### src/rtl/rv_pkg.sv
// Shared RV32I decode definitions: opcode/function constants, field positions,
// the decoded bundle type and the R-type legality check.
package rv_pkg;

  localparam logic [6:0] OPC_RTYPE  = 7'b0110011;
  localparam logic [6:0] FUNC7_BASE = 7'b0000000;
  localparam logic [6:0] FUNC7_ALT  = 7'b0100000;

  localparam logic [2:0] FUNC3_ADD = 3'b000;
  localparam logic [2:0] FUNC3_XOR = 3'b100;
  localparam logic [2:0] FUNC3_OR  = 3'b110;
  localparam logic [2:0] FUNC3_AND = 3'b111;

  localparam int OPC_LSB = 0;
  localparam int RD_LSB  = 7;
  localparam int F3_LSB  = 12;
  localparam int RS1_LSB = 15;
  localparam int RS2_LSB = 20;
  localparam int F7_LSB  = 25;

  typedef struct packed {
    logic [6:0] opcode;
    logic [2:0] func3;
    logic [6:0] func7;
    logic [4:0] rd;
    logic [4:0] rs1;
    logic [4:0] rs2;
    logic       illegal;
  } bundle_t;

  function automatic logic is_legal(input logic [6:0] opc, input logic [6:0] f7,
                                    input logic [2:0] f3);
    logic base_ok;
    logic alt_ok;
    base_ok = (f7 == FUNC7_BASE) &&
              ((f3 == FUNC3_ADD) || (f3 == FUNC3_XOR) ||
               (f3 == FUNC3_OR)  || (f3 == FUNC3_AND));
    alt_ok  = (f7 == FUNC7_ALT) && (f3 == FUNC3_ADD);
    return (opc == OPC_RTYPE) && (base_ok || alt_ok);
  endfunction

  function automatic bundle_t decode(input logic [31:0] instr);
    bundle_t b;
    b.opcode  = instr[OPC_LSB +: 7];
    b.func3   = instr[F3_LSB  +: 3];
    b.func7   = instr[F7_LSB  +: 7];
    b.rd      = instr[RD_LSB  +: 5];
    b.rs1     = instr[RS1_LSB +: 5];
    b.rs2     = instr[RS2_LSB +: 5];
    b.illegal = !is_legal(b.opcode, b.func7, b.func3);
    return b;
  endfunction

endpackage

### src/rtl/rv_regfile.sv
// NREGS x XLEN register file: two async read ports with write-read bypass, one write port.
// x0 reads zero and ignores writes; whole array cleared by async reset.
module rv_regfile #(
  parameter int XLEN  = 32,
  parameter int NREGS = 32,
  localparam int AW   = $clog2(NREGS)
) (
  input  logic            clk,
  input  logic            rst_n,
  input  logic            we,
  input  logic [AW-1:0]   wa,
  input  logic [XLEN-1:0] wd,
  input  logic [AW-1:0]   ra1,
  input  logic [AW-1:0]   ra2,
  output logic [XLEN-1:0] rd1,
  output logic [XLEN-1:0] rd2
);

  logic [XLEN-1:0] mem [NREGS];

  always_ff @(posedge clk or negedge rst_n) begin
    if (!rst_n) begin
      for (int i = 0; i < NREGS; i++) mem[i] <= '0;
    end else if (we && (wa != '0)) begin
      mem[wa] <= wd;
    end
  end

  // A write landing this edge is forwarded so the reader sees the new value.
  always_comb begin
    rd1 = '0;
    rd2 = '0;
    if (ra1 != '0) rd1 = (we && (wa == ra1)) ? wd : mem[ra1];
    if (ra2 != '0) rd2 = (we && (wa == ra2)) ? wd : mem[ra2];
  end

endmodule

### src/rtl/rv_decode_stage.sv
// RV32I decode stage: slices fields, reads operands, one-entry output register (1-cycle latency).
// in_ready = !out_valid || out_ready; a stalled bundle is patched by matching writebacks.
module rv_decode_stage
  import rv_pkg::*;
#(
  parameter int XLEN  = 32,
  parameter int NREGS = 32,
  parameter int CNT_W = 32
) (
  input  logic             clk,
  input  logic             rst_n,
  input  logic             in_valid,
  output logic             in_ready,
  input  logic [31:0]      in_instr,
  output logic             out_valid,
  input  logic             out_ready,
  output logic [6:0]       OPCODE,
  output logic [2:0]       FUNC3,
  output logic [6:0]       FUNC7,
  output logic [XLEN-1:0]  OP1,
  output logic [XLEN-1:0]  OP2,
  output logic [4:0]       out_rd,
  output logic             out_illegal,
  input  logic             wb_en,
  input  logic [4:0]       wb_rd,
  input  logic [XLEN-1:0]  wb_data,
  output logic [CNT_W-1:0] instr_count
);

  bundle_t          dec;
  bundle_t          held;
  logic [XLEN-1:0]  rf_rd1;
  logic [XLEN-1:0]  rf_rd2;
  logic [XLEN-1:0]  op1_q;
  logic [XLEN-1:0]  op2_q;
  logic             valid_q;
  logic [CNT_W-1:0] cnt_q;
  logic             accept;
  logic             wb_hit;

  assign dec      = decode(in_instr);
  assign in_ready = !valid_q || out_ready;
  assign accept   = in_valid && in_ready;
  assign wb_hit   = wb_en && (wb_rd != 5'd0);

  rv_regfile #(.XLEN(XLEN), .NREGS(NREGS)) u_rf (
    .clk   (clk),
    .rst_n (rst_n),
    .we    (wb_en),
    .wa    (wb_rd),
    .wd    (wb_data),
    .ra1   (dec.rs1),
    .ra2   (dec.rs2),
    .rd1   (rf_rd1),
    .rd2   (rf_rd2)
  );

  always_ff @(posedge clk or negedge rst_n) begin
    if (!rst_n) begin
      held    <= '0;
      op1_q   <= '0;
      op2_q   <= '0;
      valid_q <= 1'b0;
      cnt_q   <= '0;
    end else if (accept) begin
      held    <= dec;
      op1_q   <= rf_rd1;
      op2_q   <= rf_rd2;
      valid_q <= 1'b1;
      cnt_q   <= cnt_q + CNT_W'(1);
    end else if (valid_q && out_ready) begin
      valid_q <= 1'b0;
    end else if (valid_q && wb_hit) begin
      // Held operands track writebacks so the bundle is current when it drains.
      if (wb_rd == held.rs1) op1_q <= wb_data;
      if (wb_rd == held.rs2) op2_q <= wb_data;
    end
  end

  assign out_valid   = valid_q;
  assign OPCODE      = held.opcode;
  assign FUNC3       = held.func3;
  assign FUNC7       = held.func7;
  assign out_rd      = held.rd;
  assign out_illegal = held.illegal;
  assign OP1         = op1_q;
  assign OP2         = op2_q;
  assign instr_count = cnt_q;

endmodule

### config.mk
export PLATFORM = sky130hd
export DESIGN_NAME = rv_decode_stage
export DESIGN_NICKNAME = d
export VERILOG_FILES = /design/src/rtl/rv_pkg.sv /design/src/rtl/rv_regfile.sv /design/src/rtl/rv_decode_stage.sv
export SDC_FILE = /design/constraint.sdc
export NUM_CORES = 2
export LEC_CHECK = 0
export CORE_MARGIN = 8
export CORE_UTILIZATION = 45
export CTS_CLUSTER_SIZE = 28
export DETAILED_ROUTE_END_ITERATION = 10
export GPL_TIMING_DRIVEN = 1
export HOLD_SLACK_MARGIN = 0.06
export PLACE_DENSITY = 0.67
export SLEW_MARGIN = 25
export SYNTH_ARGS = -nofsm -noshare
export SYNTH_HDL_FRONTEND = slang
export SYNTH_SLANG_ARGS = --single-unit
### constraint.sdc
create_clock -name clk -period 2.3 [get_ports clk]
set_input_delay 0.345 -clock clk [delete_from_list [all_inputs] [get_ports clk]]
set_output_delay 0.345 -clock clk [all_outputs]
set_load 0.005 [all_outputs]
==> results.md <==
* Worst setup EP type: flop
* Gpl congestion at 0.843
* DP Cell Count at 5917
* Top_reg_cell synth: dfrtp_1
* Worst EP required at 2930 ps
* Lkg Pwr at 31.3 nW
* CP arrival at 2910 ps
* Cell area power density at 854 mW/mm^2
* CP delay by family, top: buffers and inverters
* FF+latch count, synth at 1154
* Top-area cell type share of the netlist area at 48.6%
* First-pass GRT wire length at 281 mm
* CP dominant cell by count: buf_4
* Cells after synthesis at 3944
* Final ANT Viol Nets at 0
* Area leader, netlist: dfrtp_1
* Non-Filler Instances at 6153
* Overflow after GRT at 0
* Worst VDD drop at 0.519 mV
* Vias in the first global route at 41300
* TritonCTS Buffers at 133
* Status: complete, no violations
* Largest net degree at the start of global routing at 89
* Post-synth top cells: dfrtp_1, mux2_2, mux4_2
* CP bufs+invs at 4
* Tcrit/Tclk final at 99.0%
* Hold Crit Depth at 3
* Drt drc at 0
* Slowest stage cell, crit path: dlygate4sd3_1
* # nets final at 4375
* Fin crit period at 2280 ps
* Clk pin slew, worst setup/hold paths at 60 ps
* Core area at 0.131 sq mm
* Fmax at 439 MHz
* Syn Nets at 4019
* CP peak stage delay at 560 ps
* Setup Skew at 41.5 ps
* CP Launch Type: input port
* Clock buffer depth at 3
* Worst hold path type: input port to flop
* Register area share after synthesis at 48.6%
* Clk sinks at 1154
* Port bufs at 194
* GR Util All Layers at 26.1%
* Hold Worst Slack at 132 ps
* IO Pins at 195
* Post-synth EDFFs at 0
* FF-to-FF setup slack at 200 ps
* Total of max-cap violations at 0
* Vias post-DR at 39600
* Slew Limit Fails at 0
* Critical-path cell list: dlygate4sd3_1, buf_8, buf_4, mux4_2, a22oi_1, buf_4, nand2_1, a22o_1, a221o_1
* Initial antenna violation count at 8
* Synth warn at 0
* Skew-Pair Late Insertion Delay at 770 ps
* Worst slew pin tran at 574 ps
* Via/cell ratio at 6.43
* Initial Utilization at 45.2%
* Most frequent cell after synthesis: dfrtp_1
* Hold Path Sink: held[1]$_DFFE_PN0N_
* H-Tree Depth at 4
* Min-delay src: in_instr[20]
* Layout cell share with drive strength beyond 1 at 51.6%
* Detailed Place HPWL at 125 mm
* Die Ht at 379 um
* Filler Cell Count at 10500
* Area Overhead vs Synth at 21.1%
* Max FO, Critical Path at 18
* Initial DRC Count at 3978
* RSZ-0062 raised after global routing: no
* Routed WL at 187 mm
* Cell area after synthesis at 0.0594 sq mm
* Critical register-to-register path startpoint: u_rf.mem[577]$_DFFE_PN0P_
* Die area at 0.144 sq mm
* CTS root buffer: clkbuf_16
* R2R Path End: OP1[1]$_DFFE_PN0P_
* Final setup viols at 0
* Synth async-reset ratio at 100%
* Max_slew headroom at 61.7%
* Syn avg cell area at 15.1 sq um
* Distinct cell type count after synthesis at 48
* Top cells by area, synth: dfrtp_1, mux2_2, mux4_2, a22oi_1, mux2i_1
* WL/cell at 30.5 um
* Worst reg-to-reg path cell count at 6
* Die X at 379 um
* Final hold violation count at 0
* Crit path kind: input port to flop
* First-pass DRT Iterations at 5
* Std-Cell Rows at 133
* Final core utilization at 54.8%
* CTS tree: built
layer usage:
layer	GRT usage (%)	vias up	wire, um
li1	-	16000	-
met1	36.5	21400	77800
met2	40.5	1828	87300
met3	5.95	395	15900
met4	8.52	4	6380
met5	0	-	26
registers in the layout, summed over array words and instances (netlist names):
name,flops
OPCODE,7
u_rf.mem,1024
FUNC7,7
FUNC3,3
OP2,32
held,10
out_rd,5
out_valid,1
OP1,32
instr_count,32
out_illegal,1
cells by family (layout without fill, tap and decap cells):
logic type                 count (synthesis)  count (layout)  synth area share [%]
AOI/OAI and AO/OA                        373             373                  4.94
xor gates and xnor gates                  51              51                 0.752
adders and majority gates                  1               1                0.0211
buffers and inverters                    461             914                  3.69
DFF                                     1154            1154                  48.6
muxes                                   1641            1641                  39.8
other                                      0               1                     0
and+or+nand+nor                          263             263                  2.23
worst register-to-register path, cell delays in order, from the launching register on:
cell and delay, ps:
dfrtp_1 400, mux4_2 480, a22oi_1 410, buf_4 190, nand2_1 50, a22o_1 180
a221o_1 260
final cells by class:
type                            count  area, sq um  share of cell area [%]
Antenna cell                        1         2.50                 0.00348
Clock buffer                      185         3830                    5.33
Clock inverter                     47          689                   0.958
Inverter                            6         22.5                  0.0313
Multi-Input combinational cell   2329        28600                    39.8
Sequential cell                  1154        28900                    40.1
Tap cell                         1755         2200                    3.05
Timing Repair Buffer              676         7700                    10.7
how the worst max path moves through the flow:
stage                   startpoint                  end  depth (start not counted)
6_report              in_instr[17]   OP1[1]$_DFFE_PN0P_                          9
5_1_grt        OP2[17]$_DFFE_PN0P_              OP2[17]                          1
3_3_place_gp              wb_rd[2]   OP2[9]$_DFFE_PN0P_                          9
4_1_cts        OP1[17]$_DFFE_PN0P_              OP1[17]                          1
2_1_floorplan         in_instr[17]  OP1[12]$_DFFE_PN0P_                          8
3_5_place_dp              wb_rd[3]   OP2[9]$_DFFE_PN0P_                          9
where the power goes:
part / leakage (nW) / switching, mW / internal [mW]
combinational: 14.3 / 4.71 / 7.77
clock: 2.21 / 8.87 / 13.0
sequential: 14.8 / 3.01 / 24.1
metrics by stage:
step	setup slack, ps	setup TNS, ps	total power [mW]	cell area [sq um]
final	23.4	0	61.4	72000
after global placement	-481	-149760	39.3	67400
after detailed placement	-452	-163670	39.8	67400
after global routing	14.9	0	64.0	72000
after floorplan	37.2	0	34.8	59400
after CTS	20.2	0	61.8	71900
placed cells by master, fill, tap and decap left out, drive strengths merged, types with 11 or more instances in the layout:
master	synthesis	final
a211oi	23	23
a21oi	23	23
a221o	64	64
a22o	53	53
a22oi	170	170
buf	232	484
bufinv	0	11
clkbuf	223	186
clkdlybuf4s50	0	187
clkinv	0	24
dfrtp	1154	1154
inv	6	13
mux2	1045	1045
mux2i	126	126
mux4	470	470
nand2	97	97
nand3	17	17
nor2	35	35
nor2b	26	26
nor4	34	34
o22ai	33	33
xnor2	29	29
xor2	22	22
what timing repair did:
action                                  4_1_cts  5_1_grt
endpoints found under the setup margin        3        2
hold buffers                                  3        0
setup buffers                                 0        0
resized for setup                             5        2
endpoints found under the hold margin       502        0
Power figures use the tool's default switching activity.
